## config.mk

```make
export PLATFORM = sky130hd
export DESIGN_NAME = sccpu_dmem_responder_flat
export DESIGN_NICKNAME = d
export VERILOG_FILES = /design/src/rtl/sccpu_dmem_responder_if.sv /design/src/rtl/sccpu_dmem_responder.sv /design/src/flat_wrapper.sv
export SDC_FILE = /design/constraint.sdc
export NUM_CORES = 1
export LEC_CHECK = 0
export ABC_CLOCK_PERIOD_IN_PS = 7300
export CAP_MARGIN = 20
export CORE_ASPECT_RATIO = 2
export CORE_MARGIN = 2
export CORE_UTILIZATION = 45
export CTS_BUF_LIST = sky130_fd_sc_hd__clkbuf_4 sky130_fd_sc_hd__clkbuf_8 sky130_fd_sc_hd__clkbuf_16
export CTS_CLUSTER_DIAMETER = 50
export DETAILED_ROUTE_END_ITERATION = 10
export DONT_BUFFER_PORTS = 1
export GPL_ROUTABILITY_DRIVEN = 0
export GPL_TIMING_DRIVEN = 0
export PLACE_DENSITY = 0.58
export SETUP_SLACK_MARGIN = 0.3
export SLEW_MARGIN = 20
export SYNTH_ARGS = -nofsm -noshare
export SYNTH_HDL_FRONTEND = slang
export SYNTH_SLANG_ARGS = --single-unit
export TNS_END_PERCENT = 10
```

## constraint.sdc

```tcl
create_clock -name clock -period 7.3 [get_ports clock]
set_input_delay 0.73 -clock clock [delete_from_list [all_inputs] [get_ports clock]]
set_output_delay 0.73 -clock clock [all_outputs]
set_load 0.02 [all_outputs]
```

## src/rtl/sccpu_dmem_responder_if.sv

```systemverilog
// Data-port bus of the single-cycle CPU, plus the output stream drained by
// an external consumer.
interface sccpu_dmem_responder_if;
   logic [31:0] addr;
   logic [31:0] wdata;
   logic        we;
   logic [31:0] rdata;
   logic [15:0] leds;
   logic        out_valid;
   logic [31:0] out_data;
   logic        out_ready;

   // CPU side together with the stream consumer.
   modport master (
      output addr, wdata, we, out_ready,
      input  rdata, leds, out_valid, out_data
   );

   // Responder side.
   modport slave (
      input  addr, wdata, we, out_ready,
      output rdata, leds, out_valid, out_data
   );
endinterface

```

## src/rtl/sccpu_dmem_responder.sv

```systemverilog
// Data-side responder: word RAM plus an I/O page holding a cycle counter,
// an LED register and an output FIFO with a sticky overflow flag.
module sccpu_dmem_responder #(
   parameter int ADDR_W  = 5,
   parameter int FIFO_AW = 2
) (
   input logic                  clock,
   input logic                  reset,
   sccpu_dmem_responder_if.slave bus
);
   localparam int RAM_WORDS = 1 << ADDR_W;
   localparam int DEPTH     = 1 << FIFO_AW;
   localparam int CW        = FIFO_AW + 1;

   localparam logic [2:0] SEL_CYCLE  = 3'd0;
   localparam logic [2:0] SEL_LED    = 3'd1;
   localparam logic [2:0] SEL_FIFO   = 3'd2;
   localparam logic [2:0] SEL_STATUS = 3'd3;
   localparam logic [2:0] SEL_CLR    = 3'd4;

   logic [31:0]        ram_q  [RAM_WORDS];
   logic [31:0]        ram_d  [RAM_WORDS];
   logic [31:0]        fifo_q [DEPTH];
   logic [31:0]        fifo_d [DEPTH];
   logic [31:0]        cycle_q, cycle_d;
   logic [15:0]        leds_q, leds_d;
   logic [FIFO_AW-1:0] wr_ptr_q, wr_ptr_d;
   logic [FIFO_AW-1:0] rd_ptr_q, rd_ptr_d;
   logic [CW-1:0]      count_q, count_d;
   logic               ovf_q, ovf_d;

   logic               is_io_s;
   logic [2:0]         io_sel_s;
   logic [ADDR_W-1:0]  ram_idx_s;
   logic               io_we_s, ram_we_s;
   logic               push_s, pop_s, push_ok_s, ovf_set_s, ovf_clr_s;
   logic               empty_s, full_s;
   logic [31:0]        status_s, rdata_s;
   logic               addr_unused_s;

   assign is_io_s       = bus.addr[31];
   assign io_sel_s      = bus.addr[4:2];
   assign ram_idx_s     = bus.addr[ADDR_W+1:2];
   // Byte-lane bits and the ignored I/O page bits have no function.
   assign addr_unused_s = ^{bus.addr[30:5], bus.addr[1:0]};

   assign io_we_s   = bus.we & is_io_s;
   assign ram_we_s  = bus.we & ~is_io_s;
   assign empty_s   = (count_q == CW'(1'b0));
   assign full_s    = (count_q == CW'(DEPTH));
   assign pop_s     = ~empty_s & bus.out_ready;
   assign push_s    = io_we_s & (io_sel_s == SEL_FIFO);
   // A full FIFO still accepts a push when the head leaves in the same cycle.
   assign push_ok_s = push_s & (~full_s | pop_s);
   assign ovf_set_s = push_s & full_s & ~pop_s;
   assign ovf_clr_s = io_we_s & (io_sel_s == SEL_CLR) & bus.wdata[0];
   assign status_s  = 32'({ovf_q, full_s, empty_s, count_q});

   // Next-state for counter, LEDs, FIFO bookkeeping and overflow flag.
   always_comb begin
      cycle_d  = cycle_q + 32'd1;
      leds_d   = leds_q;
      wr_ptr_d = wr_ptr_q;
      rd_ptr_d = rd_ptr_q;
      count_d  = count_q;
      ovf_d    = ovf_q;
      if (io_we_s && (io_sel_s == SEL_CYCLE)) begin
         cycle_d = bus.wdata;
      end else begin
         cycle_d = cycle_q + 32'd1;
      end
      if (io_we_s && (io_sel_s == SEL_LED)) begin
         leds_d = bus.wdata[15:0];
      end else begin
         leds_d = leds_q;
      end
      if (push_ok_s) begin
         wr_ptr_d = wr_ptr_q + FIFO_AW'(1'b1);
      end else begin
         wr_ptr_d = wr_ptr_q;
      end
      if (pop_s) begin
         rd_ptr_d = rd_ptr_q + FIFO_AW'(1'b1);
      end else begin
         rd_ptr_d = rd_ptr_q;
      end
      case ({push_ok_s, pop_s})
         2'b10:   count_d = count_q + CW'(1'b1);
         2'b01:   count_d = count_q - CW'(1'b1);
         default: count_d = count_q;
      endcase
      // Set wins over a clear in the same cycle.
      if (ovf_set_s) begin
         ovf_d = 1'b1;
      end else if (ovf_clr_s) begin
         ovf_d = 1'b0;
      end else begin
         ovf_d = ovf_q;
      end
   end

   // Next-state for RAM and FIFO storage; writes are suppressed during reset.
   always_comb begin
      ram_d  = ram_q;
      fifo_d = fifo_q;
      if (reset && ram_we_s) begin
         ram_d[ram_idx_s] = bus.wdata;
      end else begin
         ram_d = ram_q;
      end
      if (reset && push_ok_s) begin
         fifo_d[wr_ptr_q] = bus.wdata;
      end else begin
         fifo_d = fifo_q;
      end
   end

   // Control registers with synchronous active-low reset.
   always_ff @(posedge clock) begin
      if (!reset) begin
         cycle_q  <= 32'd0;
         leds_q   <= 16'd0;
         wr_ptr_q <= '0;
         rd_ptr_q <= '0;
         count_q  <= '0;
         ovf_q    <= 1'b0;
      end else begin
         cycle_q  <= cycle_d;
         leds_q   <= leds_d;
         wr_ptr_q <= wr_ptr_d;
         rd_ptr_q <= rd_ptr_d;
         count_q  <= count_d;
         ovf_q    <= ovf_d;
      end
   end

   // Storage arrays carry no reset; their contents are don't-care until written.
   always_ff @(posedge clock) begin
      ram_q  <= ram_d;
      fifo_q <= fifo_d;
   end

   // Load mux: same-cycle read of a word being written returns the old value.
   always_comb begin
      rdata_s = 32'd0;
      if (!is_io_s) begin
         rdata_s = ram_q[ram_idx_s];
      end else begin
         case (io_sel_s)
            SEL_CYCLE:  rdata_s = cycle_q;
            SEL_LED:    rdata_s = {16'd0, leds_q};
            SEL_STATUS: rdata_s = status_s;
            default:    rdata_s = 32'd0;
         endcase
      end
   end

   assign bus.rdata     = rdata_s;
   assign bus.leds      = leds_q;
   assign bus.out_valid = ~empty_s;
   assign bus.out_data  = empty_s ? 32'd0 : fifo_q[rd_ptr_q];

endmodule

```

## src/flat_wrapper.sv

```systemverilog
// flat-port wrapper written by rule: the top's interface ports become plain ports
module sccpu_dmem_responder_flat 
#(
   parameter int ADDR_W  = 5,
   parameter int FIFO_AW = 2
)
  (clock, reset, bus_addr, bus_wdata, bus_we, bus_out_ready, bus_rdata, bus_leds, bus_out_valid, bus_out_data);
  sccpu_dmem_responder_if bus_i ();
  input logic clock;
  input logic reset;
  input wire logic [$bits(bus_i.addr)-1:0] bus_addr;
  input wire logic [$bits(bus_i.wdata)-1:0] bus_wdata;
  input wire logic [$bits(bus_i.we)-1:0] bus_we;
  input wire logic [$bits(bus_i.out_ready)-1:0] bus_out_ready;
  output wire logic [$bits(bus_i.rdata)-1:0] bus_rdata;
  output wire logic [$bits(bus_i.leds)-1:0] bus_leds;
  output wire logic [$bits(bus_i.out_valid)-1:0] bus_out_valid;
  output wire logic [$bits(bus_i.out_data)-1:0] bus_out_data;
  assign bus_i.addr = bus_addr;
  assign bus_i.wdata = bus_wdata;
  assign bus_i.we = bus_we;
  assign bus_i.out_ready = bus_out_ready;
  assign bus_rdata = bus_i.rdata;
  assign bus_leds = bus_i.leds;
  assign bus_out_valid = bus_i.out_valid;
  assign bus_out_data = bus_i.out_data;
  sccpu_dmem_responder #(.ADDR_W(ADDR_W), .FIFO_AW(FIFO_AW)) u_core (.clock(clock), .reset(reset), .bus(bus_i));
endmodule
```

==> impl_metrics.tcl, run 1 <==
set metrics [dict create \
    grt_first_pass_wirelength_um 204000 \
    drt-vias-per-instance 6.22 \
    critical_path_arrival_ps 4030 \
    share_of_final_layout_standard_cells_stronger_than_drive_strength_1_pct 15.4 \
    placed_area_um2 50700 \
    setup_viol 0 \
    seq_area_frac_synth_pct 75.7 \
    clk_transition_reported_paths_ps 60 \
    crit_path_start "bus_addr[3]" \
    setup.reg_to_reg.worst_slack_ps 4430 \
    max-clock-path-buffers 3 \
    final.setup_skew_ps 9.34 \
    dr_total_vias 26852 \
    mappedNetlistArea_um2 47200 \
    most_frequent_cp_cell "sky130_fd_sc_hd__buf_2" \
    cts.hold.buffers_added 0 \
    grt_pass1_vias 25921 \
    synthTopCellsByArea "sky130_fd_sc_hd__edfxtp_1 (73%), sky130_fd_sc_hd__mux2i_1 (11%), sky130_fd_sc_hd__o22ai_1 (3.4%)" \
    timing_hold_violations_final 0 \
    worstPathRequired_ps 6570 \
    rr_startpoint "u_core.count_q[0]$_SDFFE_PN0P_" \
    timing.hold.worst.class "in2reg" \
    ir_drop_mv 0.268 \
    core_area_um2 104000 \
    max_cap_viol_count 0 \
    cts_resizes 0 \
    worstPathBufferInverterCount 3 \
    worstSetupStartpointType "primary input" \
    timing_worst_setup_path_type "in2out" \
    drt_first_iter_violations 3232 \
    synth_top_cell_by_area "sky130_fd_sc_hd__edfxtp_1" \
    maxSlewViolCount 0 \
    insertion_delay_ps 700 \
    drc 0 \
    synth.top_cell.area_share_pct 73.4 \
    power.total_uw 14100 \
    final_net_count 2946 \
    htree_num_levels 3 \
    final.min_clock_period_ps 4760 \
    drt_pre_antenna_iters 5 \
    fin_crit_sh_pct 65.2 \
    fp.dieW_um 233 \
    worst_pin_slew_ps 1070 \
    crit_chain "buf_4, nand4b_1, buf_2, buf_2, o22ai_1, nor4_1, a21oi_1, a21o_1" \
    critPathMaxStageDelay_ps 930 \
    tns_ps 0 \
    cpLargestDelayFamily "simple AND/OR/NAND/NOR gates" \
    drt.antenna.violating_nets 0 \
    power.density_nw_per_um2 259 \
    critical-path-slowest-cell "sky130_fd_sc_hd__nor4_1" \
    syn-mean-instance-area_um2 17.6 \
    tritoncts "done" \
    drt_wl_total_um 148000 \
    start_util_pct 45.2 \
    post-dp-hpwl_um 98600 \
    syn-instance-count 2681 \
    maxClockFrequency_ghz 0.210 \
    grt_setup_unrepaired "false" \
    dieArea_um2 108000 \
    crit_cells 8 \
    yosysWarnings 0 \
    final.hold.worst_slack_ps 123 \
    worstSetupEndpoint "bus_rdata[19]" \
    crit_path_end_kind "output pin" \
    boundaryPins 149 \
    numCtsBuffers 106 \
    timing.final.ws_setup_ps 2540 \
    postSynthNetCount 2756 \
    async_flop_share_pct 0 \
    die_height_um 462 \
    sum_of_overflow_across_all_layers_after_global_routing 0 \
    placement.io_buffers 0 \
    slew-limit-headroom_pct 28.1 \
    largest_net_degree_at_the_start_of_global_routing 39 \
    clock_tree.root_cell "sky130_fd_sc_hd__clkbuf_16" \
    routedWlPerCell_um 34.3 \
    number_of_library_cell_types_mapped_by_synthesis 48 \
    flow.area_growth_from_synthesis_pct 15.3 \
    antenna_found_initial 3 \
    edff_count_synth 1152 \
    layout.cell_area.non_filler_um2 54400 \
    worstReg2RegEnd "u_core.count_q[2]$_SDFFE_PN0P_" \
    synthMostInstantiatedCell "sky130_fd_sc_hd__edfxtp_1" \
    synth_ff_type "sky130_fd_sc_hd__edfxtp_1" \
    post_place_worst_slack_ps 2480 \
    ff2ff_path_depth 10 \
    cts.sinks 1208 \
    synthTopCellsByCount "sky130_fd_sc_hd__edfxtp_1 (1152), sky130_fd_sc_hd__mux2i_1 (530), sky130_fd_sc_hd__o22ai_1 (255)" \
    p_leak_uw 0.0185 \
    rows 168 \
    timing.critical_path.fanout_max 10 \
    track_usage_pct 27.6 \
    post_cts_buffers 0 \
    ys_seq_elements 1208 \
    outcome "complete, no violations" \
]
routing by layer:
metal  up-vias  share of wire, %  global-route usage [%]
met4         2               4.5                    11.1
met5         -            0.0088                       0
met1     13920                39                    36.6
li1      11140                 -                       -
met3       266               9.1                    5.17
met2      1524                48                    45.0
worst register-to-register path: cells and delay by family (launching register included):
family / cells / cell delay (ps)
AO/OA/AOI/OAI: 1 / 170
XOR/XNOR: 1 / 160
adder cells (fa/ha/maj): 2 / 560
buffers and inverters: 3 / 360
flip-flops: 1 / 360
AND/OR/NAND/NOR: 3 / 1170
worst min path at each step:
| stage | endpoint | slack (ps) | cells after the start | from |
|---|---|---|---|---|
| detailed placement | u_core.ovf_q$_SDFFE_PN0P_ | 470 | 2 | u_core.ovf_q$_SDFFE_PN0P_ |
| finish | u_core.ram_q[761]$_DFFE_PP_ | 120 | 0 | bus_wdata[25] |
| CTS | u_core.fifo_q[73]$_DFFE_PP_ | 80 | 0 | bus_wdata[9] |
| global route | u_core.fifo_q[114]$_DFFE_PP_ | 100 | 0 | bus_wdata[18] |
| floorplan | u_core.ovf_q$_SDFFE_PN0P_ | 450 | 2 | u_core.ovf_q$_SDFFE_PN0P_ |
| global placement | u_core.ovf_q$_SDFFE_PN0P_ | 460 | 2 | u_core.ovf_q$_SDFFE_PN0P_ |
registers in the layout (all words and copies together), names as in the netlist:
register         count
u_core.cycle_q      32
u_core.fifo_q      128
u_core.ovf_q         1
u_core.rd_ptr_q      2
u_core.count_q       3
u_core.bus.leds     16
u_core.wr_ptr_q      2
u_core.ram_q      1024
placed cells by master, fill, tap and decap left out, drive strengths merged, types with 19 or more instances in the layout:
| master | count |
|---|---|
| nor2 | 50 |
| clkbuf | 172 |
| nor4 | 50 |
| nand2 | 52 |
| and2 | 37 |
| edfxtp | 1152 |
| nand3 | 19 |
| mux4 | 32 |
| buf | 203 |
| dfxtp | 56 |
| or4 | 21 |
| a21oi | 66 |
| mux2i | 530 |
| o22ai | 257 |
| clkinv | 42 |
| o21ai | 48 |
through the flow:
| step | std cells | util (%) |
|---|---|---|
| after floorplan | 2681 | - |
| after global placement | 4041 | 46.9 |
| after detailed placement | 4123 | 48.7 |
| after CTS | 4316 | 52.1 |
| after global routing | 4317 | 52.1 |
| final | 4317 | 52.1 |
logic make-up after synthesis:
logic type	count (synthesis)	synth area share [%]
xor+xnor	35	0.650
fa+ha+maj	7	0.202
mux	562	12.8
compound gates	402	5.13
buf+inv	176	2.02
flops	1208	75.7
simple gates	291	3.48
where the power goes:
| part | internal, uW | total, uW | switching [uW] |
|---|---|---|---|
| Sequential | 7610 | 7620 | 15.9 |
| Clock | 3360 | 5880 | 2520 |
| Combinational | 193 | 597 | 404 |
| Total | 11200 | 14100 | 2940 |
area by class of cell:
class                   count  area [um2]
clock inverters            61         697
multi-input cells        1297       10700
well taps                1360        1700
inverters                  15        56.3
repair buffers             82        1640
flip-flops and latches   1208       35700
fillers                  8456       49900
clock buffers             132        2920
plain buffers             161         897
diodes                      1        2.50
No activity file was read; power rests on OpenSTA's default activity.
==> inputs of run 2 (changes only) <==
Settings changed: ABC_CLOCK_PERIOD_IN_PS 7300 to 4400.
Clock period 7.3 ns to 4.4 ns, I/O delays scaled along.
==> impl_metrics.tcl, run 2 (synthesized netlist as in run 1, its figures left out) <==
set metrics [dict create \
    max-clock-path-buffers 3 \
    final.setup_skew_ps 30.1 \
    clock_tree.root_cell "sky130_fd_sc_hd__clkbuf_16" \
    drt_first_iter_violations 3253 \
    antenna_found_initial 6 \
    track_usage_pct 27.4 \
    grt_first_pass_wirelength_um 203000 \
    fillCellCount 8419 \
    setup_viol 0 \
    power.total_uw 23400 \
    drt.antenna.violating_nets 0 \
    post-dp-hpwl_um 97300 \
    insertedDiodeCount 0 \
    tritoncts "done" \
    die_height_um 462 \
    layout.cells.most_common_list "sky130_fd_sc_hd__edfxtp_1 (1152), sky130_fd_sc_hd__mux2i_1 (530), sky130_fd_sc_hd__o22ai_1 (255), sky130_fd_sc_hd__clkbuf_16 (106), sky130_fd_sc_hd__buf_2 (77)" \
    drt_wl_total_um 147000 \
    power.density_nw_per_um2 424 \
    worstPathRequired_ps 3960 \
    crit_path_end_kind "output pin" \
    boundaryPins 149 \
    critPathMaxStageDelay_ps 850 \
    worstSetupStartpointType "primary input" \
    max_flop_register "u_core.ram_q" \
    insertion_delay_ps 720 \
    drc 0 \
    p_leak_uw 0.0188 \
    core_occupancy_in_the_finished_layout_pct 52.8 \
    grt_setup_unrepaired "false" \
    slew-limit-headroom_pct 27.0 \
    numCtsBuffers 104 \
    ff2ff_path_depth 10 \
    post_cts_buffers 0 \
    cpLargestDelayFamily "buffers and inverters" \
    crit_cells 9 \
    maxClockFrequency_ghz 0.245 \
    ir_drop_mv 0.390 \
    clk_transition_reported_paths_ps 60 \
    maxSlewViolCount 0 \
    rows 168 \
    timing.final.ws_setup_ps 321 \
    start_util_pct 45.2 \
    fin_crit_sh_pct 92.7 \
    grt_pass1_vias 25795 \
    dieArea_um2 108000 \
    tns_ps 0 \
    flow.area_growth_from_synthesis_pct 16.7 \
    routedWlPerCell_um 33.7 \
    fp.dieW_um 233 \
    core_area_um2 104000 \
    crit_chain "buf_2, buf_4, buf_4, buf_2, mux2i_1, o22ai_1, nor4_1, a21oi_1, a21o_1" \
    worst_pin_slew_ps 1090 \
    htree_num_levels 3 \
    largest_net_degree_at_the_start_of_global_routing 39 \
    share_of_final_layout_standard_cells_stronger_than_drive_strength_1_pct 16.3 \
    max_cap_viol_count 0 \
    outcome "complete, no violations" \
    sum_of_overflow_across_all_layers_after_global_routing 0 \
    timing.hold.worst_path_depth 1 \
    timing_worst_setup_path_type "in2out" \
    final_net_count 2989 \
    biggestRegsByFlops "u_core.ram_q: 1024 flops, u_core.fifo_q: 128 flops, u_core.cycle_q: 32 flops" \
    cts.sinks 1208 \
    critical_path_arrival_ps 3640 \
    mostFrequentLayoutCell "sky130_fd_sc_hd__edfxtp_1" \
    critical-path-slowest-cell "sky130_fd_sc_hd__nor4_1" \
    timing.critical_path.fanout_max 10 \
    timing_hold_violations_final 0 \
    timing.hold.worst.class "in2reg" \
    dr_total_vias 26683 \
    worstPathBufferInverterCount 4 \
    final.hold.worst_slack_ps 34.7 \
    final.min_clock_period_ps 4080 \
    placement.io_buffers 0 \
    largest_register_ff_count 1024 \
    drt_pre_antenna_iters 5 \
    post_place_worst_slack_ps 119 \
    drt-vias-per-instance 6.12 \
]
## run 2: changes by cell type in the layout (fill, tap and decap cells not counted), moves of 4 or more
| cell | before | now |
|---|---|---|
| sky130_fd_sc_hd__buf_12 | 24 | 52 |
| sky130_fd_sc_hd__dlygate4sd3_1 | 0 | 16 |
| sky130_fd_sc_hd__buf_4 | 52 | 46 |
| sky130_fd_sc_hd__buf_8 | 0 | 6 |
| sky130_fd_sc_hd__clkbuf_4 | 20 | 26 |
| sky130_fd_sc_hd__bufinv_16 | 15 | 10 |
| sky130_fd_sc_hd__clkbuf_8 | 3 | 8 |
| sky130_fd_sc_hd__clkinv_1 | 18 | 14 |
## run 2: what timing repair did
item                       4_1_cts  5_1_grt
resized for setup                2        0
setup endpoints to repair        5        0
hold buffers                    48        0
hold endpoints to repair      1200        0
## run 2: per-stage QoR
| stage | area, um2 | cells |
|---|---|---|
| 5_1_grt | 55100 | 4360 |
| 4_1_cts | 55100 | 4360 |
| 3_3_place_gp | 48900 | 4041 |
| 2_1_floorplan | 47200 | 2681 |
| 6_report | 55100 | 4360 |
| 3_5_place_dp | 50700 | 4120 |
## run 2: worst register-to-register path, delay by kind of cell, from the launching register on
kind / cells / cell delay, ps
simple gates: 3 / 1180
fa+ha+maj: 2 / 560
buf+inv: 3 / 360
flops: 1 / 360
xor+xnor: 1 / 160
compound gates: 1 / 140
## run 2: power by group
group / internal (uW) / leakage, uW / switching (uW)
Clock: 5310 / 0.00175 / 4130
Combinational: 389 / 0.00622 / 873
Sequential: 12600 / 0.0108 / 26.4
Total: 18300 / 0.0188 / 5030
## run 2: layout make-up
type | instances | area (um2) | share of cell area [%]
buffer | 161 | 897 | 1.63
clock buffer | 140 | 2960 | 5.37
clock inverter | 52 | 534 | 0.970
inverter | 15 | 56.3 | 0.102
multi-input combinational | 1297 | 10700 | 19.5
sequential | 1208 | 35700 | 64.9
tap | 1360 | 1700 | 3.09
timing repair buffer | 127 | 2450 | 4.46
## run 2: path summary, 6_finish.rpt
kind / from / endpoint / slack, ps
hold reg to reg: u_core.ovf_q$_SDFFE_PN0P_ / u_core.ovf_q$_SDFFE_PN0P_ / 480
setup / recovery: bus_addr[2] / bus_rdata[27] / 320
hold / removal: bus_wdata[20] / u_core.fifo_q[52]$_DFFE_PP_ / 30
setup reg to reg: u_core.count_q[0]$_SDFFE_PN0P_ / u_core.count_q[2]$_SDFFE_PN0P_ / 1570
## run 2: metal layers
metal | part of all wire [%] | track usage (%)
met2 | 48 | 44.8
met4 | 4.0 | 10.5
met1 | 39 | 36.9
met5 | 0.044 | 0
met3 | 8.7 | 4.53
